$ cat src/rtl/uart_rx_param.sv
// 16x-oversampling UART receiver with a first-word-fall-through byte FIFO.
// A good byte is written one clk after the stop sample; a full FIFO drops it and pulses overrun unless popped that cycle.
module uart_rx_param #(
  parameter int DIV        = 27,
  parameter int DATA_BITS  = 8,
  parameter int PARITY_EN  = 0,
  parameter int PARITY_ODD = 0,
  parameter int FIFO_DEPTH = 8
) (
  input  logic                              clk,
  input  logic                              rst,
  input  logic                              tx_data,
  input  logic                              forward_rx_data,
  output logic [7:0]                        rx_data,
  output logic                              rx_empty,
  output logic                              rx_full,
  output logic [$clog2(FIFO_DEPTH+1)-1:0]   rx_count,
  output logic                              frame_err,
  output logic                              parity_err,
  output logic                              overrun
);

  localparam int              CW       = $clog2(FIFO_DEPTH + 1);
  localparam int              PW       = $clog2(FIFO_DEPTH);
  localparam logic [15:0]     DIV_LAST = 16'(DIV - 1);
  localparam logic [2:0]      LAST_BIT = 3'(DATA_BITS - 1);
  localparam logic [CW-1:0]   DEPTH_C  = CW'(FIFO_DEPTH);

  typedef enum logic [2:0] {IDLE, START, DATA, PARITY, STOP} state_t;

  state_t                 r_state;
  logic                   r_sync1, r_sync2, r_sync_d;
  logic [15:0]            r_div;
  logic [3:0]             r_tick_cnt;
  logic [2:0]             r_bit_idx;
  logic [DATA_BITS-1:0]   r_shift;
  logic                   r_par_bit;
  logic                   r_wr_req;
  logic [7:0]             r_wr_dat;
  logic                   r_frame_err, r_parity_err, r_overrun;
  logic [7:0]             r_mem [FIFO_DEPTH];
  logic [PW-1:0]          r_rd_ptr, r_wr_ptr;
  logic [CW-1:0]          r_count;
  logic [7:0]             r_rx_data;

  logic                   w_fall, w_tick, w_par_bad;
  logic                   w_full, w_pop, w_push;
  logic [PW-1:0]          w_rd_ptr_nxt;
  logic [CW-1:0]          w_count_nxt;
  logic [7:0]             w_head_nxt;

  assign w_tick    = (r_div == DIV_LAST);
  assign w_fall    = r_sync_d & ~r_sync2;
  assign w_par_bad = (PARITY_EN != 0) && (r_par_bit != ((^r_shift) ^ (PARITY_ODD != 0)));

  always_ff @(posedge clk or posedge rst) begin
    if (rst) begin
      r_sync1  <= 1'b1;
      r_sync2  <= 1'b1;
      r_sync_d <= 1'b1;
    end else begin
      r_sync1  <= tx_data;
      r_sync2  <= r_sync1;
      r_sync_d <= r_sync2;
    end
  end

  // Restarting on the start edge keeps tick 8 near the middle of the start bit.
  always_ff @(posedge clk or posedge rst) begin
    if (rst)                          r_div <= 16'd0;
    else if (r_state == IDLE && w_fall) r_div <= 16'd0;
    else if (w_tick)                  r_div <= 16'd0;
    else                              r_div <= r_div + 16'd1;
  end

  always_ff @(posedge clk or posedge rst) begin
    if (rst) begin
      r_state      <= IDLE;
      r_tick_cnt   <= 4'd0;
      r_bit_idx    <= 3'd0;
      r_shift      <= '0;
      r_par_bit    <= 1'b0;
      r_wr_req     <= 1'b0;
      r_wr_dat     <= 8'd0;
      r_frame_err  <= 1'b0;
      r_parity_err <= 1'b0;
    end else begin
      r_wr_req     <= 1'b0;
      r_frame_err  <= 1'b0;
      r_parity_err <= 1'b0;
      case (r_state)
        IDLE: begin
          if (w_fall) begin
            r_state    <= START;
            r_tick_cnt <= 4'd0;
          end
        end
        START: begin
          if (w_tick) begin
            if (r_tick_cnt == 4'd7) begin
              r_tick_cnt <= 4'd0;
              r_bit_idx  <= 3'd0;
              r_state    <= r_sync2 ? IDLE : DATA;
            end else begin
              r_tick_cnt <= r_tick_cnt + 4'd1;
            end
          end
        end
        DATA: begin
          if (w_tick) begin
            r_tick_cnt <= r_tick_cnt + 4'd1;
            if (r_tick_cnt == 4'd15) begin
              r_shift   <= {r_sync2, r_shift[DATA_BITS-1:1]};
              r_bit_idx <= r_bit_idx + 3'd1;
              if (r_bit_idx == LAST_BIT) r_state <= (PARITY_EN != 0) ? PARITY : STOP;
            end
          end
        end
        PARITY: begin
          if (w_tick) begin
            r_tick_cnt <= r_tick_cnt + 4'd1;
            if (r_tick_cnt == 4'd15) begin
              r_par_bit <= r_sync2;
              r_state   <= STOP;
            end
          end
        end
        STOP: begin
          if (w_tick) begin
            r_tick_cnt <= r_tick_cnt + 4'd1;
            if (r_tick_cnt == 4'd15) begin
              r_state      <= IDLE;
              r_frame_err  <= ~r_sync2;
              r_parity_err <= w_par_bad;
              r_wr_req     <= r_sync2 & ~w_par_bad;
              r_wr_dat     <= 8'(r_shift);
            end
          end
        end
        default: r_state <= IDLE;
      endcase
    end
  end

  assign w_full       = (r_count == DEPTH_C);
  assign w_pop        = forward_rx_data && (r_count != '0);
  assign w_push       = r_wr_req && (!w_full || w_pop);
  assign w_rd_ptr_nxt = w_pop ? (r_rd_ptr + PW'(1)) : r_rd_ptr;
  // The incoming byte becomes the head when it lands in the slot the read pointer moves to.
  assign w_head_nxt   = (w_push && (w_rd_ptr_nxt == r_wr_ptr)) ? r_wr_dat : r_mem[w_rd_ptr_nxt];

  always_comb begin
    w_count_nxt = r_count;
    if (w_push && !w_pop)      w_count_nxt = r_count + CW'(1);
    else if (w_pop && !w_push) w_count_nxt = r_count - CW'(1);
  end

  always_ff @(posedge clk) begin
    if (w_push) r_mem[r_wr_ptr] <= r_wr_dat;
  end

  always_ff @(posedge clk or posedge rst) begin
    if (rst) begin
      r_rd_ptr  <= '0;
      r_wr_ptr  <= '0;
      r_count   <= '0;
      r_rx_data <= 8'd0;
      r_overrun <= 1'b0;
    end else begin
      if (w_push) r_wr_ptr <= r_wr_ptr + PW'(1);
      r_rd_ptr  <= w_rd_ptr_nxt;
      r_count   <= w_count_nxt;
      if (w_count_nxt != '0) r_rx_data <= w_head_nxt;
      r_overrun <= r_wr_req && w_full && !w_pop;
    end
  end

  assign rx_data    = r_rx_data;
  assign rx_empty   = (r_count == '0);
  assign rx_full    = w_full;
  assign rx_count   = r_count;
  assign frame_err  = r_frame_err;
  assign parity_err = r_parity_err;
  assign overrun    = r_overrun;

endmodule
$ cat config.mk
export PLATFORM = sky130hd
export DESIGN_NAME = uart_rx_param
export DESIGN_NICKNAME = d
export VERILOG_FILES = /design/src/rtl/uart_rx_param.sv
export SDC_FILE = /design/constraint.sdc
export NUM_CORES = 1
export LEC_CHECK = 0
export ABC_AREA = 1
export BUFFER_PORTS_ARGS = -buffer_cell sky130_fd_sc_hd__buf_2
export CELL_PAD_IN_SITES_DETAIL_PLACEMENT = 2
export CELL_PAD_IN_SITES_GLOBAL_PLACEMENT = 2
export CORE_UTILIZATION = 40
export CTS_CLUSTER_SIZE = 24
export DETAILED_ROUTE_END_ITERATION = 6
export PLACE_DENSITY_LB_ADDON = 0.3
export SLEW_MARGIN = 25
export SYNTH_ARGS = -nofsm -noshare
export SYNTH_HDL_FRONTEND = slang
export SYNTH_SLANG_ARGS = --single-unit
$ cat constraint.sdc
create_clock -name clk -period 5.45 [get_ports clk]
set_clock_uncertainty 0.1 [all_clocks]
set_input_delay 0.2725 -clock clk [delete_from_list [all_inputs] [get_ports clk]]
set_output_delay 0.2725 -clock clk [all_outputs]
set_load 0.05 [all_outputs]
==> impl_metrics.csv, run 1 <==
group,metric,value,unit
logic_synthesis,synth_edf_count,64,
logic_synthesis,yosys_most_used_dff,"edfxtp_1",
die,start_util,41.12,%
logic_synthesis,synth_top_area_cell,"edfxtp_1",
timing,slew_violations,0,
run_status,status,"finished clean",
grt,grt_pass1_wl,29790,um
timing,setup_viol,0,
logic_synthesis,synthAdderAreaFrac,1.795,%
pwr,intPower,0.002168,W
route,drtPass1Iterations,4,
grt,grt_max_degree,67,
setup_path,critPathArrivalTime,3.16,ns
setup_path,reg2reg_from,"rx_count[0]",
logic_synthesis,synth_most_common_cell,"nand2_1",
setup_path,endpoint,"rx_data[6]",
timing,fmax,340.0,MHz
pwr,switchingPower,0.001554,W
clocking,cts_root_buf,"clkbuf_16",
clocking,cts_max_path_buffers,2,
pwr,power.share.clock,29.5,%
logic_synthesis,synth_cell_types,38,
timing,hold_violations,0,
logic_synthesis,syn_inst,668,
final_layout,num-fill-cells,1636,
logic_synthesis,yosys.area_share.simple,28.10,%
die,die_x,127.2,um
logic_synthesis,synth_top_family_by_area,"simple AND/OR/NAND/NOR gates",
route,antenna_left,0,
logic_synthesis,synthArstFlopShare,50.77,%
grt,antenna_found_initial,0,
logic_synthesis,synth_compound_gate_area_share,3.789,%
setup_path,crit_type,"register to register",
setup_path,rrSetupSlack,2.51,ns
die,design.core.area,15260,um2
route,drt-total-wl,18120,um
timing,fin_crit_sh,53.96,%
worst_hold_path,worstHoldPathType,"input port to async pin",
route,post_drt_wl_per_cell,19.76,um
placement,gp_congestion,0.8534,
die,dieHeight,127.2,um
logic_synthesis,synth_seq_area_share,57.02,%
clocking,cts_tree,"yes",
setup_path,worstSetupEndpointType,"register",
logic_synthesis,synth_xor_area_share,1.256,%
die,die_area,16190,um2
timing,rsz0062_at_grt,"false",
final_layout,area_growth,12.78,%
route,routed_via_density,5.284,
logic_synthesis,ys_seq_elements,130,
die,ios,21,
timing,worst_pin_slew,0.9026,ns
final_layout,layout.nets,706,
clocking,cts_buffers,17,
grt,grt-ovfl-total,0,
clocking,cts.sinks,130,
logic_synthesis,avgSynthCellArea,9.391,um2
pwr,p_sw_share,41.75,%
logic_synthesis,synth.area.top_cells,"edfxtp_1 31%, dfrtp_1 25%, nand3_1 9.3%",
final_layout,diodes,0,
logic_synthesis,synth_area,6274,um2
pwr,power_density,526.1,nW/um2
logic_synthesis,synthMuxAreaShare,0,%
setup_path,crit_fanout,30,
timing,setup_tns,0,ns
logic_synthesis,yosysWarnings,0,
flow_run,max_cap_violations,0,
placement,hpwl,12120,um
logic_synthesis,syn_nets,681,
setup_path,rr_worst_depth,12,
die,rows,45,
route,drt_iter0_drc,200,
setup_path,startpoint_type,"register",
pwr,pwr-share-seq,33.2,%
grt,track_usage,24.62,%
pwr,combPwrFrac,37.3,%
clocking,clk_pin_slew,0.06,ns
timing,whs,0.01334,ns
pwr,vdd_drop_max,238.0,uV
pwr,power_leakage,3.165,nW
logic_synthesis,netlist.area_leader.share,30.63,%
final_layout,post_route_cells_drive_above_1_share,13.60,%
setup_path,crit_start,"rx_count[0]",
grt,grt_pass1_vias,5432,
route,drc,0,
pwr,finalPower,0.003723,W
final_layout,regArea,3577,um2
clocking,cts_setup_buffers,0,
timing,slew_headroom,39.83,%
setup_path,critPathRequiredTime,5.67,ns
clocking,htreeDepth,4,
route,dr_total_vias,4845,
clocking,clock_latency,0.43,ns
timing,final.min_clock_period,2.941,ns
setup_path,r2r-end,"rx_data[6]",
logic_synthesis,synthTopCellsByCount,"135 x nand2_1, 117 x nand3_1, 90 x inv_1",
final_layout,multiInputGateArea,2196,um2
placement,io_buffers,19,
-- per-stage QoR --
step	std cells	setup WS [ns]	instance area [um2]	util (%)
after CTS	917	2.486	7076	46.37
after detailed placement	884	2.561	6513	42.68
after global routing	917	2.249	7076	46.37
after global placement	884	2.747	6513	42.68
after floorplan	668	3.016	6274	-
final	917	2.509	7076	46.37
-- cell usage in the layout, fill, tap and decap left out, types with 4 or more instances in the layout --
cell type,n
nand2_1,135
nand3_1,117
inv_1,89
edfxtp_1,64
dfrtp_1,63
nor2_1,52
buf_2,19
clkbuf_16,17
nand4_1,12
nand2_2,11
o21ai_2,11
o21ai_0,9
nor3_1,9
ha_1,9
o21ai_1,8
xor2_1,7
clkinv_2,7
a21oi_1,7
nand3b_1,7
inv_2,6
nor3b_1,6
nor2_4,4
-- flip-flops by register name, summed over array words and instances, names as in the netlist, 4 cells and up --
register	count
rx_count	4
r_shift	8
r_wr_dat	8
r_mem	64
r_div	16
rx_data	8
r_tick_cnt	4
-- critical path, cell delays in order, from the launching register on --
cell and delay (ns):
dfrtp_1 0.45, inv_1 0.09, ha_1 0.27, nand2_4 0.16, nand2_8 0.10, nand2_2 0.54
nand2_2 0.45, nand2_1 0.19, nand3_1 0.12, nand3_1 0.14, nand3_1 0.08, nand3_1 0.08
nand2_1 0.05
-- power groups by stage --
stage | clock network (W) | logic (W) | registers [W]
after floorplan | 0 | 0.000905 | 0.00136
after global placement | 0 | 0.00129 | 0.00124
after detailed placement | 0 | 0.00137 | 0.00125
after CTS | 0.00112 | 0.00140 | 0.00124
after global routing | 0.00116 | 0.00153 | 0.00125
final | 0.00110 | 0.00139 | 0.00124
-- repair_timing --
item,4_1_cts,5_1_grt
hold buffers,1,0
hold endpoints to repair,1,0
gates resized for setup,0,0
-- layout make-up --
| class | instances | share of cell area [%] |
|---|---|---|
| Clock buffer | 20 | 6.172 |
| Clock inverter | 12 | 1.645 |
| Timing Repair Buffer | 22 | 1.698 |
| Inverter | 97 | 5.164 |
| Tap cell | 211 | 3.731 |
| Sequential cell | 130 | 50.56 |
| Multi-Input combinational cell | 425 | 31.03 |
-- cells by family after synthesis --
group	Yosys count
compound gates	38
fa+ha+maj	9
other cells	1
simple gates	368
flops	130
xor+xnor	9
buf+inv	113
-- how the worst min path moves through the flow --
stage	start	end	cells after the start
finish	rst	r_div[9]	3
global route	rst	r_div[7]	3
CTS	rst	r_div[9]	3
detailed placement	r_sync1	r_sync2	0
global placement	r_sync1	r_sync2	0
floorplan	tx_data	r_sync1	0
-- routing by layer --
layer / up-vias / wire length, um / track usage, % / share of wire [%]
li1: 2254 / - / - / -
met1: 2489 / 7690 / 30.05 / 42
met2: 74 / 9428 / 42.89 / 52
met3: 28 / 622 / 5.109 / 3.4
met4: 0 / 375 / 9.384 / 2.1
met5: - / 0 / 0 / 0
(Power assumes the default switching activity.)
==> inputs of run 2 (changes only) <==
- clock period: 5.45 -> 2.95 ns (I/O delays scaled with it)
==> run 2 against run 1 <==
Effect of this change:
- worst setup slack worse by 2.1 ns
- sequential share of layout area decreased by 1.2 points
- combinational power increased by 88%
- sequential power is 84% higher
- die area unchanged
- largest power group unchanged
- sequential cell count unchanged
- register-to-register slack got worse by 2.1 ns
==> impl_metrics.csv, run 2 (same netlist as run 1, synthesis figures left out) <==
group,metric,value,unit
run_status,status,"finished clean",
worst_hold_path,hp-start,"r_sync1",
flow_run,max_cap_violations,0,
placement,hpwl,13670,um
pwr,power_leakage,3.271,nW
timing,worst_pin_slew,0.8381,ns
setup_path,worstSetupEndpointType,"register",
die,rows,45,
timing,setup_viol,0,
placement,dp.cells,894,
die,start_util,41.12,%
grt,grt_max_degree,47,
route,routed_via_density,5.170,
final_layout,largestRegisters,"r_mem x64, r_div x16",
final_layout,layout.nets,718,
setup_path,critPathArrivalTime,2.45,ns
final_layout,num-fill-cells,1611,
route,drtPass1Iterations,4,
placement,io_buffers,19,
die,ios,21,
grt,grt_pass1_wl,30670,um
route,antenna_left,0,
pwr,power_density,983.8,nW/um2
clocking,clock_latency,0.43,ns
route,dr_total_vias,4803,
setup_path,crit_start,"rx_count[0]",
setup_path,crit_family,"simple AND/OR/NAND/NOR gates",
die,dieHeight,127.2,um
clocking,cts_setup_buffers,0,
pwr,switchingPower,0.002885,W
die,die_x,127.2,um
clocking,cts.sinks,130,
timing,hold_violations,0,
grt,track_usage,25.59,%
pwr,power.share.clock,31.2,%
setup_path,crit_buf_inv,2,
timing,fmax,400.8,MHz
setup_path,reg2reg_from,"rx_count[0]",
route,drt-total-wl,18910,um
setup_path,worst_path_most_repeated_cell,"nor2_4",
timing,final.min_clock_period,2.495,ns
setup_path,critPathRequiredTime,2.90,ns
setup_path,crit_fanout,8,
final_layout,diodes,0,
clocking,cts_root_buf,"clkbuf_16",
clocking,cts-resized-gates,0,
clocking,cts_tree,"yes",
route,drc,0,
pwr,intPower,0.004243,W
setup_path,worst_path_largest_cell_delay,0.59,ns
timing,fin_crit_sh,84.58,%
pwr,combPwrFrac,36.8,%
final_layout,area_growth,15.50,%
setup_path,startpoint_type,"register",
pwr,p_sw_share,40.47,%
route,drt_iter0_drc,278,
grt,antenna_found_initial,0,
clocking,cts_buffers,17,
placement,gp_congestion,0.8721,
final_layout,final_cell_mix,"135 x nand2_1, 117 x nand3_1, 89 x inv_1",
pwr,pwr-share-seq,31.9,%
clocking,clk_pin_slew,0.05,ns
timing,slew_violations,0,
timing,rsz0062_at_grt,"false",
route,post_drt_wl_per_cell,20.35,um
setup_path,crit_type,"register to register",
worst_hold_path,worstHoldPathType,"register to register",
timing,slew_headroom,44.06,%
setup_path,critPathSlowestCell,"nor2_1",
grt,grt-ovfl-total,0,
final_layout,post-route-util,47.49,%
die,design.core.area,15260,um2
final_layout,finalNonFillerCells,929,
final_layout,largest_register_ffs,64,
setup_path,cp_cell_sequence,"inv_1 -> ha_1 -> inv_2 -> nor2_2 -> nand2_2 -> nor2_4 -> nor2_4 -> nand2_1 -> nor2_1",
clocking,cts_max_path_buffers,2,
final_layout,post_route_cells_drive_above_1_share,14.90,%
pwr,vdd_drop_max,476.2,uV
final_layout,top_register,"r_mem",
grt,grt_pass1_vias,5484,
die,die_area,16190,um2
timing,setup_tns,0,ns
final_layout,mostFrequentLayoutCell,"nand2_1",
clocking,htreeDepth,4,
[run 2: path summary, 6_finish.rpt]
path                                     to  slack (ns)  depth (start not counted)
worst max-delay path            r_mem[6][2]        0.45                          9
worst min-delay path                r_sync2        0.25                          0
max in group asynchronous        rx_data[0]        1.68                          4
worst min register to register      r_sync2        0.25                          0
worst max register to register  r_mem[6][2]        0.45                          9
min in group asynchronous         r_div[11]        0.31                          3
[run 2: metal layers]
metal  track usage (%)  share of wire (%)  vias to the layer above
li1                  -                  -                     2273
met1             29.71                 41                     2434
met2             47.16                 54                       66
met3             4.020                2.3                       30
met4             10.22                2.2                        0
met5                 0                  0                        -
[run 2: worst reg2reg max path: stages (launching register included)]
cell and delay [ns]:
dfrtp_1 0.42, inv_1 0.08, ha_1 0.27, inv_2 0.08, nor2_2 0.04, nand2_2 0.11, nor2_4 0.05, nor2_4 0.20
nand2_1 0.17, nor2_1 0.59
[run 2: layout make-up]
type / instances / area, um2 / share of cell area (%)
Sequential cell: 130 / 3577 / 49.37
Timing Repair Buffer: 34 / 215.2 / 2.970
Clock inverter: 7 / 87.58 / 1.209
Inverter: 97 / 366.6 / 5.060
Multi-Input combinational cell: 425 / 2196 / 30.31
Tap cell: 211 / 264.0 / 3.644
Clock buffer: 25 / 539.3 / 7.443
[run 2: stage by stage]
step                area [um2]  total power [W]  setup slack (ns)  hold WS (ns)
CTS                       7244         0.007197            0.3923        0.2556
detailed placement        6588         0.004916            0.4007        0.1539
global route              7246         0.007514            0.1980        0.2562
floorplan                 6274         0.004179            0.5156       0.05198
finish                    7246         0.007128            0.4548        0.2546
global placement          6588         0.004741            0.6082        0.1559
[run 2: power groups by stage]
stage	sequential (W)	combinational [W]	clock [W]
floorplan	0.00251	0.00167	0
global placement	0.00228	0.00246	0
detailed placement	0.00230	0.00261	0
CTS	0.00228	0.00266	0.00226
global route	0.00230	0.00289	0.00233
finish	0.00228	0.00262	0.00223
[run 2: timing repair]
item | in CTS | in global routing
hold endpoints to repair | 43 | 0
hold buffers | 3 | 0
setup endpoints to repair | 0 | 0
